`config.mk`:
```
export PLATFORM = sky130hd
export DESIGN_NAME = dct_mcu_sched
export DESIGN_NICKNAME = d
export VERILOG_FILES = /design/src/rtl/jpeg_pkg.sv /design/src/rtl/dct_row_reg.sv /design/src/rtl/dct_mcu_sched.sv
export SDC_FILE = /design/constraint.sdc
export NUM_CORES = 1
export LEC_CHECK = 0
export CORE_MARGIN = 10
export CORE_UTILIZATION = 58
export CTS_CLUSTER_SIZE = 14
export DETAILED_ROUTE_END_ITERATION = 6
export DONT_BUFFER_PORTS = 1
export PLACE_DENSITY = 0.72
export SLEW_MARGIN = 20
export SYNTH_ARGS = -nofsm -noshare
export SYNTH_HDL_FRONTEND = slang
export SYNTH_SLANG_ARGS = --single-unit
export TNS_END_PERCENT = 10
```
`constraint.sdc`:
```
create_clock -name clk -period 2.33 [get_ports clk]
set_input_delay 0.699 -clock clk [delete_from_list [all_inputs] [get_ports clk]]
set_output_delay 0.699 -clock clk [all_outputs]
set_load 0.05 [all_outputs]
```
`src/rtl/jpeg_pkg.sv`:
```
// Shared JPEG pipeline types and the MCU slot order.
// DCT_MCU_SCHED_444_EN selects the 4:4:4 order (Y, Cb, Cr); otherwise 4:2:0 (Y x4, Cb, Cr).
package jpeg_pkg;

    typedef enum logic [1:0] {
        COMP_Y  = 2'd0,
        COMP_CB = 2'd1,
        COMP_CR = 2'd2
    } comp_id_t;

    localparam int unsigned ROWS_PER_BLK = 8;
    localparam int unsigned ROW_W        = $clog2(ROWS_PER_BLK);

`ifdef DCT_MCU_SCHED_444_EN
    localparam int unsigned NUM_SLOTS = 3;
    localparam int unsigned SLOT_W    = 2;
    localparam comp_id_t    MCU_ORDER [NUM_SLOTS] = '{COMP_Y, COMP_CB, COMP_CR};
`else
    localparam int unsigned NUM_SLOTS = 6;
    localparam int unsigned SLOT_W    = 3;
    localparam comp_id_t    MCU_ORDER [NUM_SLOTS] =
        '{COMP_Y, COMP_Y, COMP_Y, COMP_Y, COMP_CB, COMP_CR};
`endif

    // Component served by a slot; unused pointer codes fall back to Y.
    function automatic comp_id_t slot_comp(input logic [SLOT_W-1:0] slot);
        comp_id_t c;
        c = COMP_Y;
        for (int i = 0; i < NUM_SLOTS; i++) begin
            if (slot == SLOT_W'(i)) begin
                c = MCU_ORDER[i];
            end
        end
        return c;
    endfunction

endpackage

```
`src/rtl/dct_row_reg.sv`:
```
// One-deep valid/ready output register for a DCT row beat plus its sop/eop/comp tags.
module dct_row_reg
    import jpeg_pkg::*;
#(
    parameter int unsigned W_I = 8
) (
    input  logic             clk_i,
    input  logic             rst_ni,
    input  logic             in_valid_i,
    output logic             in_ready_o,
    input  logic [8*W_I-1:0] in_data_i,
    input  logic             in_sop_i,
    input  logic             in_eop_i,
    input  comp_id_t         in_comp_i,
    output logic             out_valid_o,
    input  logic             out_ready_i,
    output logic [8*W_I-1:0] out_data_o,
    output logic             out_sop_o,
    output logic             out_eop_o,
    output logic [1:0]       out_comp_o
);

    logic             valid_q, valid_d;
    logic [8*W_I-1:0] data_q, data_d;
    logic             sop_q, sop_d;
    logic             eop_q, eop_d;
    comp_id_t         comp_q, comp_d;
    logic             load;

    // Accept whenever the slot is empty or is being drained this cycle.
    assign in_ready_o = !valid_q || out_ready_i;
    assign load       = in_valid_i && in_ready_o;

    // Next-state: load a new beat, drain, or hold (payload frozen while stalled).
    always_comb begin
        valid_d = valid_q;
        data_d  = data_q;
        sop_d   = sop_q;
        eop_d   = eop_q;
        comp_d  = comp_q;
        if (load) begin
            valid_d = 1'b1;
            data_d  = in_data_i;
            sop_d   = in_sop_i;
            eop_d   = in_eop_i;
            comp_d  = in_comp_i;
        end else if (out_ready_i) begin
            valid_d = 1'b0;
        end
    end

    // Register state; reset empties the slot and clears the payload.
    always_ff @(posedge clk_i or negedge rst_ni) begin
        if (!rst_ni) begin
            valid_q <= 1'b0;
            data_q  <= '0;
            sop_q   <= 1'b0;
            eop_q   <= 1'b0;
            comp_q  <= COMP_Y;
        end else begin
            valid_q <= valid_d;
            data_q  <= data_d;
            sop_q   <= sop_d;
            eop_q   <= eop_d;
            comp_q  <= comp_d;
        end
    end

    assign out_valid_o = valid_q;
    assign out_data_o  = data_q;
    assign out_sop_o   = sop_q;
    assign out_eop_o   = eop_q;
    assign out_comp_o  = comp_q;

endmodule

```
`src/rtl/dct_mcu_sched.sv`:
```
// Shares one DCT core among the Y/Cb/Cr row streams, eight rows per block in MCU slot order.
// Define DCT_MCU_SCHED_444_EN for the 4:4:4 slot order; default is 4:2:0.
module dct_mcu_sched
    import jpeg_pkg::*;
#(
    parameter int unsigned W_I   = 8,
    parameter int unsigned W_CNT = 16
) (
    input  logic             clk,
    input  logic             rst_n,
    input  logic             sched_en,
    input  logic             mcu_restart,
    input  logic             y_valid,
    input  logic             cb_valid,
    input  logic             cr_valid,
    output logic             y_ready,
    output logic             cb_ready,
    output logic             cr_ready,
    input  logic [8*W_I-1:0] y_data,
    input  logic [8*W_I-1:0] cb_data,
    input  logic [8*W_I-1:0] cr_data,
    output logic             dct_valid,
    input  logic             dct_ready,
    output logic [8*W_I-1:0] dct_data,
    output logic             dct_sop,
    output logic             dct_eop,
    output logic [1:0]       dct_comp,
    output logic             busy,
    output logic             mcu_done,
    output logic [W_CNT-1:0] mcu_cnt
);

    typedef enum logic {StIdle, StXfer} state_e;

    state_e            state_q, state_d;
    logic [SLOT_W-1:0] slot_q, slot_d;
    logic [ROW_W-1:0]  row_q, row_d;
    logic              done_q, done_d;
    logic [W_CNT-1:0]  cnt_q, cnt_d;

    comp_id_t          sel_comp;
    logic              sel_valid;
    logic [8*W_I-1:0]  sel_data;
    logic              xfer;
    logic              reg_ready;
    logic              accept;
    logic              last_row;
    logic              last_slot;

    assign sel_comp  = slot_comp(slot_q);
    assign xfer      = (state_q == StXfer);
    assign last_row  = (row_q == ROW_W'(ROWS_PER_BLK - 1));
    assign last_slot = (slot_q == SLOT_W'(NUM_SLOTS - 1));
    assign accept    = xfer && sel_valid && reg_ready;

    // Source mux: only the component owning the current slot is visible.
    always_comb begin
        sel_valid = 1'b0;
        sel_data  = '0;
        case (sel_comp)
            COMP_Y:  begin sel_valid = y_valid;  sel_data = y_data;  end
            COMP_CB: begin sel_valid = cb_valid; sel_data = cb_data; end
            COMP_CR: begin sel_valid = cr_valid; sel_data = cr_data; end
            default: ;
        endcase
    end

    // Readies are zero in IDLE and for every source not owning the slot.
    assign y_ready  = xfer && (sel_comp == COMP_Y)  && reg_ready;
    assign cb_ready = xfer && (sel_comp == COMP_CB) && reg_ready;
    assign cr_ready = xfer && (sel_comp == COMP_CR) && reg_ready;

    // Next-state: sched_en only matters on entry from IDLE and on the eighth row of a block.
    always_comb begin
        state_d = state_q;
        slot_d  = slot_q;
        row_d   = row_q;
        done_d  = 1'b0;
        cnt_d   = cnt_q;
        case (state_q)
            StIdle: begin
                if (mcu_restart) begin
                    slot_d = '0;
                end
                if (sched_en) begin
                    state_d = StXfer;
                end
            end
            StXfer: begin
                if (accept) begin
                    row_d = row_q + ROW_W'(1);
                    if (last_row) begin
                        if (last_slot) begin
                            slot_d = '0;
                            done_d = 1'b1;
                            cnt_d  = cnt_q + W_CNT'(1);
                        end else begin
                            slot_d = slot_q + SLOT_W'(1);
                        end
                        if (!sched_en) begin
                            state_d = StIdle;
                        end
                    end
                end
            end
            default: state_d = StIdle;
        endcase
    end

    // State, pointers and MCU counter; mcu_done lines up with the last row's dct_valid.
    always_ff @(posedge clk or negedge rst_n) begin
        if (!rst_n) begin
            state_q <= StIdle;
            slot_q  <= '0;
            row_q   <= '0;
            done_q  <= 1'b0;
            cnt_q   <= '0;
        end else begin
            state_q <= state_d;
            slot_q  <= slot_d;
            row_q   <= row_d;
            done_q  <= done_d;
            cnt_q   <= cnt_d;
        end
    end

    dct_row_reg #(
        .W_I (W_I)
    ) u_row_reg (
        .clk_i       (clk),
        .rst_ni      (rst_n),
        .in_valid_i  (xfer && sel_valid),
        .in_ready_o  (reg_ready),
        .in_data_i   (sel_data),
        .in_sop_i    (row_q == '0),
        .in_eop_i    (last_row),
        .in_comp_i   (sel_comp),
        .out_valid_o (dct_valid),
        .out_ready_i (dct_ready),
        .out_data_o  (dct_data),
        .out_sop_o   (dct_sop),
        .out_eop_o   (dct_eop),
        .out_comp_o  (dct_comp)
    );

    assign busy     = xfer;
    assign mcu_done = done_q;
    assign mcu_cnt  = cnt_q;

endmodule

```
==> results.tsv <==
stage	metric	value	unit
status	status	completed	
route	ant_nets	0	
finish	layout_common_cells	o21ai_0, dfrtp_1, nor2_1	
finish	drive_gt1_frac	0.1308	
synthesis	postSynthCellCount	552	
die	num_rows	34	
pwr	p_leak	2.433	nW
synthesis	synth_cell_type_count	36	
critical_path	cp_max_fo	5	
sta	tightest_slew	632.6	ps
placement	placed_cell_area	5269	um^2
global_routing	grt_max_degree	130	
die	start_util	0.5929	
finish	area_growth	6.769	%
synthesis	synth_seq_cells	93	
cts	cts_sinks	93	
cts	numCtsBuffers	9	
pwr	max-vdd-ir-drop	799.7	uV
route	wl_per_cell	22.55	um
synthesis	netlist_area	5120	um^2
finish	fin_util	0.6330	
die	dieArea	12990	um^2
cts	ctsHoldBuffers	0	
critical_path	path_class	flop to primary output	
critical_path	worst_ep_required_time	1630	ps
die	fp.dieH	114.0	um
critical_path	critPathLaunchType	flop	
critical_path	path_cells	and2b_2 > nand3_1 > nor2_1 > buf_4	
die	core-area	8636	um^2
placement	dp_slack	144.6	ps
global_routing	grt_pass1_wl	22.46	mm
sta	setup_ws	110.6	ps
sta	fin_skew	11.07	ps
route	drtIter0Drc	276	
route	vias	4008	
flow_run	cap_violations	0	
route	drt-pass1-iter-count	4	
route	drt_wl_total	14.68	mm
sta	holdWs	32.77	ps
finish	design_area	5466	um^2
placement	place_congestion	0.8282	
sta	period_minus_slack	2219	ps
cts	htreeDepth	3	
cts	post-cts-setup-buffers	0	
critical_path	crit_arrival	1520	ps
synthesis	synth_flop_cell	dfrtp_1	
cts	cts_tree	yes	
sta	hold_viol_final	0	
placement	portBuffers	0	
global_routing	grt_pass1_vias	4115	
global_routing	gr-usage-met3	0.08294	
finish	final_common_cell	o21ai_0	
synthesis	syn_nets	756	
sta	fmax	0.4506	GHz
hold_path	hold_path_class	primary input to asynchronous set/reset pin	
global_routing	met2_usage	0.3591	
die	ios	290	
critical_path	endpoint_kind	primary output	
pwr	fin_total_pwr	8.488	mW
global_routing	grt_util_all_layers	0.2104	
route	drcViolationCount	0	
cts	clk_pin_slew	90	ps
global_routing	overflow	0	
sta	post-route-period-util	0.9525	
global_routing	antenna_found_initial	0	
synthesis	synth_edf_count	0	
cts	clockBufferDepth	2	
global_routing	grt_busiest_layer	met2	
critical_path	crit_slowest_cell	dfrtp_1	
critical_path	cp_slowest_stage_delay	420	ps
sta	slew_viol_final	0	
critical_path	crit_family	simple AND/OR/NAND/NOR gates	
pwr	powerDensity	1553	nW/um^2
placement	dp.cells	636	
sta	fin_setup_tns	0	ps
synthesis	synth-async-reset-ratio	1.000	
finish	finalNetCount	743	
sta	relSlewSlack	0.5782	
synthesis	ys_seq_area_frac	0.4545	
synthesis	ys_warn_count	0	
cts	cts_resized	0	
sta	setup_viol_count_final	0	
sta	rsz0062_at_grt	false	
global_routing	use_met1	0.2417	
route	viasPerCell	6.157	
die	die_w	114.0	um
placement	dp_hpwl	11.32	mm
synthesis	syn_avg_cell_area	9.275	um^2
cts	root_buffer	clkbuf_8	
finish	num_antenna_cells	0	
critical_path	worst-path-buf-inv	1	
cts	clk_latency	350	ps
finish	fin_cells	651	
[final timing paths]
kind	depth (start not counted)	slack, ps	to	start
worst max register to register	5	450	u_row_reg.out_data_o[63]	slot_q[0]
min in group clk	1	460	busy	sched_en
worst min-delay path	0	30	mcu_cnt[15]	rst_n
worst max-delay path	4	110	cb_ready	slot_q[1]
worst min register to register	1	530	mcu_cnt[6]	mcu_cnt[6]
max in group asynchronous	0	2110	slot_q[0]	rst_n
[registers in the layout, indices dropped and copies added, names as in the netlist]
name and count:
busy 1, mcu_cnt 16, mcu_done 1, row_q 3, slot_q 3, u_row_reg.out_comp_o 2, u_row_reg.out_data_o 64, u_row_reg.out_eop_o 1
u_row_reg.out_sop_o 1, u_row_reg.out_valid_o 1
[area by class of cell]
cell class / instances / area, um^2
clock inverters: 5 / 60.06
clock buffers: 10 / 137.6
repair buffers: 22 / 215.2
inverters: 5 / 18.77
flip-flops and latches: 93 / 2331
fillers: 734 / 3169
multi-input cells: 408 / 2569
well taps: 108 / 135.1
[logic make-up (layout without fill, tap and decap cells)]
| family | after synthesis | after routing | share of synthesized area |
|---|---|---|---|
| AO/OA/AOI/OAI | 202 | 202 | 0.2153 |
| XOR/XNOR | 16 | 16 | 0.02737 |
| adder cells (fa/ha/maj) | 4 | 4 | 0.009776 |
| buffers and inverters | 51 | 42 | 0.04643 |
| flip-flops | 93 | 93 | 0.4545 |
| multiplexers | 71 | 71 | 0.1430 |
| AND/OR/NAND/NOR | 115 | 115 | 0.1036 |
[power by group]
group	internal (mW)	switching [mW]
clock	0.524	0.560
combinational	1.11	1.56
sequential	2.20	2.53
[synthesized netlist by cell type, types with 2 or more instances]
cell type | instances | area [um^2]
o21ai_0 | 106 | 530.5
dfrtp_1 | 93 | 2327
nor2_1 | 69 | 259.0
mux2i_1 | 66 | 660.6
a21oi_1 | 64 | 320.3
clkbuf_1 | 26 | 97.59
o21ai_2 | 20 | 175.2
buf_2 | 12 | 60.06
xnor2_1 | 12 | 105.1
nand2_1 | 9 | 33.78
nand4_1 | 8 | 50.05
nand3_1 | 7 | 35.03
o21ai_1 | 7 | 35.03
and3_1 | 6 | 37.54
inv_1 | 5 | 18.77
nand2b_1 | 5 | 31.28
clkbuf_2 | 4 | 20.02
ha_1 | 4 | 50.05
nor3_1 | 4 | 20.02
xor2_1 | 4 | 35.03
buf_6 | 3 | 33.78
mux2_2 | 3 | 33.78
and2_1 | 2 | 12.51
[per-layer routing]
metal / up-vias / share of wire / wire length [um]
met4: 0 / 0.0075 / 110
li1: 1923 / - / -
met5: - / 0 / 0
met1: 1876 / 0.38 / 5534
met2: 202 / 0.51 / 7511
met3: 7 / 0.10 / 1524
Note: power is estimated with default switching activity, not from simulation.
